[src/rtl/rx_pkg.sv]
// Shared types and defaults for the UART RX frame counter and its pulse generator.
package rx_pkg;

    typedef enum logic [1:0] {
        StIdle,
        StDelay,
        StPulse
    } pulse_state_e;

    localparam int unsigned DefNBytes   = 9;
    localparam int unsigned DefPulseDly = 1;
    localparam int unsigned DefPulseLen = 2;

    function automatic int unsigned max_u(input int unsigned a, input int unsigned b);
        return (a > b) ? a : b;
    endfunction

endpackage

[src/rtl/rx_pulse_gen.sv]
// Delayed fixed-width pulse generator: trig -> PULSE_DLY idle cycles -> PULSE_LEN high cycles.
module rx_pulse_gen
    import rx_pkg::*;
#(
    parameter int unsigned PULSE_DLY = DefPulseDly,
    parameter int unsigned PULSE_LEN = DefPulseLen
) (
    input  logic clk,
    input  logic rst,
    input  logic clear,
    input  logic trig,
    output logic pulse,
    output logic busy
);

    localparam int unsigned CntW = $clog2(max_u(PULSE_DLY, PULSE_LEN) + 1);
    localparam logic [CntW-1:0] DlyLd = CntW'(PULSE_DLY);
    localparam logic [CntW-1:0] LenLd = CntW'(PULSE_LEN);
    localparam logic [CntW-1:0] One   = CntW'(1);

    pulse_state_e    state_q, state_d;
    logic [CntW-1:0] cnt_q, cnt_d;
    logic            pulse_q, busy_q;

    always_comb begin
        state_d = state_q;
        cnt_d   = cnt_q;
        unique case (state_q)
            StIdle: begin
                if (trig) begin
                    if (PULSE_DLY == 0) begin
                        state_d = StPulse;
                        cnt_d   = LenLd;
                    end else begin
                        state_d = StDelay;
                        cnt_d   = DlyLd;
                    end
                end
            end
            StDelay: begin
                if (cnt_q == One) begin
                    state_d = StPulse;
                    cnt_d   = LenLd;
                end else begin
                    cnt_d = cnt_q - One;
                end
            end
            StPulse: begin
                if (cnt_q == One) begin
                    state_d = StIdle;
                    cnt_d   = '0;
                end else begin
                    cnt_d = cnt_q - One;
                end
            end
            default: begin
                state_d = StIdle;
                cnt_d   = '0;
            end
        endcase
        if (clear) begin
            state_d = StIdle;
            cnt_d   = '0;
        end
    end

    // Outputs are flopped from next state so they change on the same edge as the FSM.
    always_ff @(posedge clk or posedge rst) begin
        if (rst) begin
            state_q <= StIdle;
            cnt_q   <= '0;
            pulse_q <= 1'b0;
            busy_q  <= 1'b0;
        end else begin
            state_q <= state_d;
            cnt_q   <= cnt_d;
            pulse_q <= (state_d == StPulse);
            busy_q  <= (state_d != StIdle);
        end
    end

    assign pulse = pulse_q;
    assign busy  = busy_q;

endmodule

[src/rtl/rx_frame_counter.sv]
// Byte-frame counter for the UART RX path: counts data_ready strobes, flags frame
// completion and drives a delayed completion pulse.
module rx_frame_counter
    import rx_pkg::*;
#(
    parameter int unsigned N_BYTES      = DefNBytes,
    parameter int unsigned CNT_W        = $clog2(N_BYTES + 1),
    parameter int unsigned PULSE_DLY    = DefPulseDly,
    parameter int unsigned PULSE_LEN    = DefPulseLen,
    parameter int unsigned AUTO_RESTART = 0
) (
    input  logic             clk,
    input  logic             rst,
    input  logic             clear,
    input  logic             data_ready,
    output logic [CNT_W-1:0] count,
    output logic             hit,
    output logic             done_pulse,
    output logic             busy,
    output logic             overflow
);

    localparam logic [CNT_W-1:0] LastCnt = CNT_W'(N_BYTES - 1);
    localparam logic [CNT_W-1:0] FullCnt = CNT_W'(N_BYTES);
    localparam logic [CNT_W-1:0] One     = CNT_W'(1);

    logic [CNT_W-1:0] count_q, count_d;
    logic             hit_q, hit_d;
    logic             ovf_q, ovf_d;
    logic             term_q, term_d;
    logic             term;
    logic             gen_busy;

    assign term = data_ready && (count_q == LastCnt);

    always_comb begin
        count_d = count_q;
        hit_d   = hit_q;
        ovf_d   = ovf_q;
        term_d  = 1'b0;
        if (AUTO_RESTART != 0) begin
            hit_d = 1'b0;
            if (data_ready) begin
                if (term) begin
                    count_d = '0;
                    hit_d   = 1'b1;
                    // A completion while a pulse is still running is dropped, not retriggered.
                    if (gen_busy) begin
                        ovf_d = 1'b1;
                    end else begin
                        term_d = 1'b1;
                    end
                end else begin
                    count_d = count_q + One;
                end
            end
        end else if (data_ready) begin
            if (count_q == FullCnt) begin
                ovf_d = 1'b1;
            end else begin
                count_d = count_q + One;
                if (term) begin
                    hit_d  = 1'b1;
                    term_d = 1'b1;
                end
            end
        end
        if (clear) begin
            count_d = '0;
            hit_d   = 1'b0;
            ovf_d   = 1'b0;
            term_d  = 1'b0;
        end
    end

    always_ff @(posedge clk or posedge rst) begin
        if (rst) begin
            count_q <= '0;
            hit_q   <= 1'b0;
            ovf_q   <= 1'b0;
            term_q  <= 1'b0;
        end else begin
            count_q <= count_d;
            hit_q   <= hit_d;
            ovf_q   <= ovf_d;
            term_q  <= term_d;
        end
    end

    rx_pulse_gen #(
        .PULSE_DLY(PULSE_DLY),
        .PULSE_LEN(PULSE_LEN)
    ) u_pulse_gen (
        .clk  (clk),
        .rst  (rst),
        .clear(clear),
        .trig (term_q),
        .pulse(done_pulse),
        .busy (gen_busy)
    );

    assign count    = count_q;
    assign hit      = hit_q;
    assign busy     = gen_busy;
    assign overflow = ovf_q;

endmodule
[config.mk]
export PLATFORM = sky130hd
export DESIGN_NAME = rx_frame_counter
export DESIGN_NICKNAME = d
export VERILOG_FILES = /design/src/rtl/rx_pkg.sv /design/src/rtl/rx_pulse_gen.sv /design/src/rtl/rx_frame_counter.sv
export SDC_FILE = /design/constraint.sdc
export NUM_CORES = 1
export LEC_CHECK = 0
export ABC_AREA = 1
export CORE_MARGIN = 5
export CORE_UTILIZATION = 53
export CTS_BUF_LIST = sky130_fd_sc_hd__clkbuf_4
export DETAILED_ROUTE_END_ITERATION = 8
export GPL_TIMING_DRIVEN = 1
export PLACE_DENSITY = 0.85
export REMOVE_ABC_BUFFERS = 1
export SKIP_CTS_REPAIR_TIMING = 1
export SLEW_MARGIN = 0
export SYNTH_ARGS = -nofsm -noshare
export SYNTH_HDL_FRONTEND = slang
export SYNTH_HIERARCHICAL = 1
export SYNTH_SLANG_ARGS = --single-unit
[constraint.sdc]
create_clock -name clk -period 1.1 [get_ports clk]
set_input_delay 0.22 -clock clk [delete_from_list [all_inputs] [get_ports clk]]
set_output_delay 0.22 -clock clk [all_outputs]
set_load 0.02 [all_outputs]
### After elaboration in Yosys (flattened, before gate mapping)

Index checks and enable logic that the tools add are counted.

* logic and storage cells: 51
* input port bits: 4
* register bits after elaboration: 13

* reductions and logical operators: 9
* equal/unequal tests: 8
* multiplexer cells: 24
* add/subtract/negate cells: 2

Operator list (count)
* 2-to-1 mux 2 bit: 8
* 2-to-1 mux 4 bit: 3
* one-hot mux 2 bit (3 select lines): 2
* 2-to-1 mux 1 bit: 11
* == test 4 bit, second input constant: 2
* nonzero test 2 bit: 4
* adder 4 x 1 -> 4 bit, second input constant: 1
* == test 2 x 1 -> 1 bit, second input constant: 2
* == test 2 bit, second input constant: 2
* AND reduction 2 bit: 2
* != test 3 bit, second input constant: 1
* AND reduction 3 bit: 1
* logical NOT 2 bit: 1
* != test 2 bit, second input constant: 1
* subtractor 2 x 1 -> 2 bit, second input constant: 1
* logical AND 1 bit: 1

### Logic depth before layout (Yosys ltp)

* depth in word-level cells: 6
* depth in mapped cells: 7
* mapped depth without buffers: 7

### Hierarchy

The synthesis kept the hierarchy.

By module, submodules not included
* rx_frame_counter: cells an instance 44, area each 379.1 um2, seq. area each 175.2 um2, instances 1
* rx_pulse_gen: cells an instance 43, area each 321.6 um2, seq. area each 150.1 um2, instances 1

### Worst setup path after synthesis

No wires, ideal clock.

* path kind: register to register
* start point: reg count_q[1], in the netlist count[1]
* end point: reg count_q[0], in the netlist count[0]
* stages on the path, launching flop included: 7
* slack: -103 ps
* buffers on the path: 0
* clock period less this slack: 1203 ps
* data required time: 974 ps
* setup time: 126 ps
* data arrival time: 1077 ps
* path through: dfrtp_1 > inv_1 > ha_1 > nand3_2 > nand2_4 > nand2_1 > o21ai_0

* cells in the longest elaborated chain, start to end: 3

RTL lines
* from (decl): RTL line rx_frame_counter.sv:27 `logic [CNT_W-1:0] count_q, count_d;`
* from (signal assigned): RTL line rx_frame_counter.sv:83 `count_q <= count_d;`
* == test 4 bit: RTL line rx_frame_counter.sv:58 `if (count_q == FullCnt) begin`
* != test 2 bit (no source line)
* AND reduction 2 bit (no source line)

No other way between the ends.
A chain may end at the register's enable or synchronous reset.

### Final worst setup path

* start point: reg count_q[0], in the netlist count[0]
* end point: out count[0]

RTL lines
* to (decl): RTL line rx_frame_counter.sv:16 `output logic [CNT_W-1:0] count,`

No word-level cell between the ends.

==> flow_summary.toml <==
[setup_path]
r2r_slack_ps = -80
timing.rr.end = "count[1]"
worstSetupPathType = "flip-flop to primary output"
required_ps = 880
cp_num_cells = 2
crit_path_top_delay_cell = "dfrtp_1"
worst-path-buf-inv = 2
crit_family = "flip-flops"
cp-start-kind = "flip-flop"
slowest_delay_ps = 400
critical_path.startpoint = "count[0]"
arrival_ps = 960
worstRegToRegCells = 5
crit_path_end_kind = "primary output"
path_max_fanout = 2
reg2reg_from = "count[0]"
crit_path_cell_trace = "buf_4 -> clkbuf_2"

[floorplan]
die_area_um2 = 2150
fp.dieH_um = 46.4
initial_core_util_pct = 55.2
design.core.area_um2 = 1270
rows = 13
die_width_um = 46.4
ios = 12

[synthesis]
syn_area_um2 = 701
netlist_instances = 87
synth_seq_cells = 13
ys_warn_count = 6
ys_seq_area_share_pct = 46.4
syn_avg_cell_area_um2 = 8.05
ys_types = 16

[finish]
area_growth_pct = 48.2
fin_nets = 124
fill_cells = 85
antenna_cells = 0
drive_gt1_share_pct = 41.2
multiInputGateArea_um2 = 402
final_cell_mix = "nand2_1 (20), inv_1 (11), dfrtp_1 (11)"
final_common_cell = "nand2_1"
register_area_um2 = 328
fin_cells = 129

[grt]
grt_usage_pct = 19.3
antenna_found_initial = 0
grt-busiest-layer = "met2"
grt_first_pass_wirelength_mm = 2.79
grt_util_met1_pct = 21.5
grt_pass1_vias = 651
grt_util_met3_pct = 3.91
overflow = 0
grt_max_degree = 9
grt_util_met2_pct = 32.1

[power_and_ir_drop]
power_density_nw_per_um2 = 1100
p_clk_share_pct = 28.5
p_sw_uw = 344
irDropWorstVdd_mv = 0.841
p_int_uw = 800
comb_power_share_pct = 25.5
p_seq_share_pct = 46.0
sw_frac_of_total_pct = 30.1
power.total_mw = 1.14
p_leak_nw = 0.554

[timing]
slew_violations = 0
worst_pin_slew_ps = 265
timing.final.ws_setup_ps = -84.6
fin_worst_skew_ps = 2.44
rsz0062_at_grt = "yes"
hold_violations = 0
timing.final.crit_share_pct = 108
period_minus_slack_ps = 1180
slew_headroom_pct = 82.3
fmax_mhz = 844
final.setup.tns_ps = -469
setup_violations = 10

[route]
wl_mm = 1.99
post_drt_via_cell_ratio = 5.31
num_vias = 685
postRouteAntennaNets = 0
dr.first_iter.drc_count = 18
avgRoutedWirePerCell_um = 15.5
drtPass1Iterations = 4
drc = 0

[cts]
clk_path_buf_depth = 2
clk_pin_slew_ps = 80
cts_tree = "yes"
clockRootBuffer = "clkbuf_4"
clk_latency_ps = 280
cts_max_level = 1
cts_sinks = 13
cts_made_buffers = 3

[job]
maxCapViolations = 0

[placed_design]
place_congestion = 0.813
dp_hpwl_mm = 1.17
dp.cells = 123
io_buffers = 11

[status]
outcome = "finished, violations left"
violations = "negative setup slack"

[worst_hold_path]
hold_path.class = "input pin to asynchronous set/reset pin"
==> per-stage QoR <==
stage          hold slack, ps  area, um2  setup slack [ps]  util (%)
6_report                  182       1040             -84.6      81.9
5_1_grt                   206       1040              -116      81.9
4_1_cts                   191        935              -427      73.7
3_5_place_dp              488        905              -212      71.3
3_3_place_gp              475        905              -189      71.3
2_1_floorplan            11.0        701              -103         -
==> layout make-up <==
| type | count | share of cell area (%) |
|---|---|---|
| clock buffers | 4 | 2.89 |
| inverters | 18 | 6.51 |
| multi-input cells | 56 | 38.7 |
| flip-flops and latches | 13 | 31.6 |
| well taps | 15 | 1.81 |
| repair buffers | 23 | 18.6 |
==> Yosys cell counts <==
cell type  count  share of area [%]
dfrtp_1       13                 46
inv_2          2                1.1
a21oi_1        2                1.4
or2_2          1               0.89
nand2_4        1                1.6
xor2_1         1                1.3
ha_1           5                8.9
o21ai_1        4                2.9
inv_1         16                8.6
nor2_2         2                1.8
nand4_1        3                2.7
o21ai_0        3                2.1
nand2_1       22                 12
nand3_2        1                1.4
nor2_1         4                2.1
nand3_1        7                5.0
==> routing by layer <==
layer / wire length, um / part of all wire, % / vias to the layer above
met4: 98 / 4.9 / 0
met5: 0 / 0 / -
li1: - / - / 324
met2: 1090 / 55 / 31
met1: 700 / 35 / 320
met3: 108 / 5.4 / 10
==> worst max path at each step <==
stage | endpoint | slack, ps
floorplan | count[0] | -100
global placement | count[0] | -190
detailed placement | count[1] | -210
CTS | count[1] | -430
global route | count[0] | -120
finish | count[0] | -80
==> cell families (layout without fill, tap and decap cells) <==
| family | count (synthesis) | count (layout) | synth area share [%] |
|---|---|---|---|
| compound gates | 9 | 9 | 6.43 |
| xor+xnor | 1 | 1 | 1.25 |
| fa+ha+maj | 5 | 5 | 8.93 |
| simple gates | 41 | 41 | 27.3 |
| flops | 13 | 13 | 46.4 |
| buf+inv | 18 | 45 | 9.64 |
==> flip-flops by register name, indices dropped and copies added, names as in the netlist <==
name                 count
u_pulse_gen/pulse        1
term_q                   1
overflow                 1
u_pulse_gen/state_q      2
u_pulse_gen/cnt_q        2
count                    4
u_pulse_gen/busy         1
hit                      1
==> power by group through the flow <==
stage | Sequential (mW) | Combinational, mW | Clock (mW)
4_1_cts | 0.517 | 0.234 | 0.322
5_1_grt | 0.529 | 0.318 | 0.342
6_report | 0.526 | 0.292 | 0.325
3_3_place_gp | 0.525 | 0.216 | 0
3_5_place_dp | 0.525 | 0.229 | 0
2_1_floorplan | 0.554 | 0.0781 | 0
(Power assumes the default switching activity.)
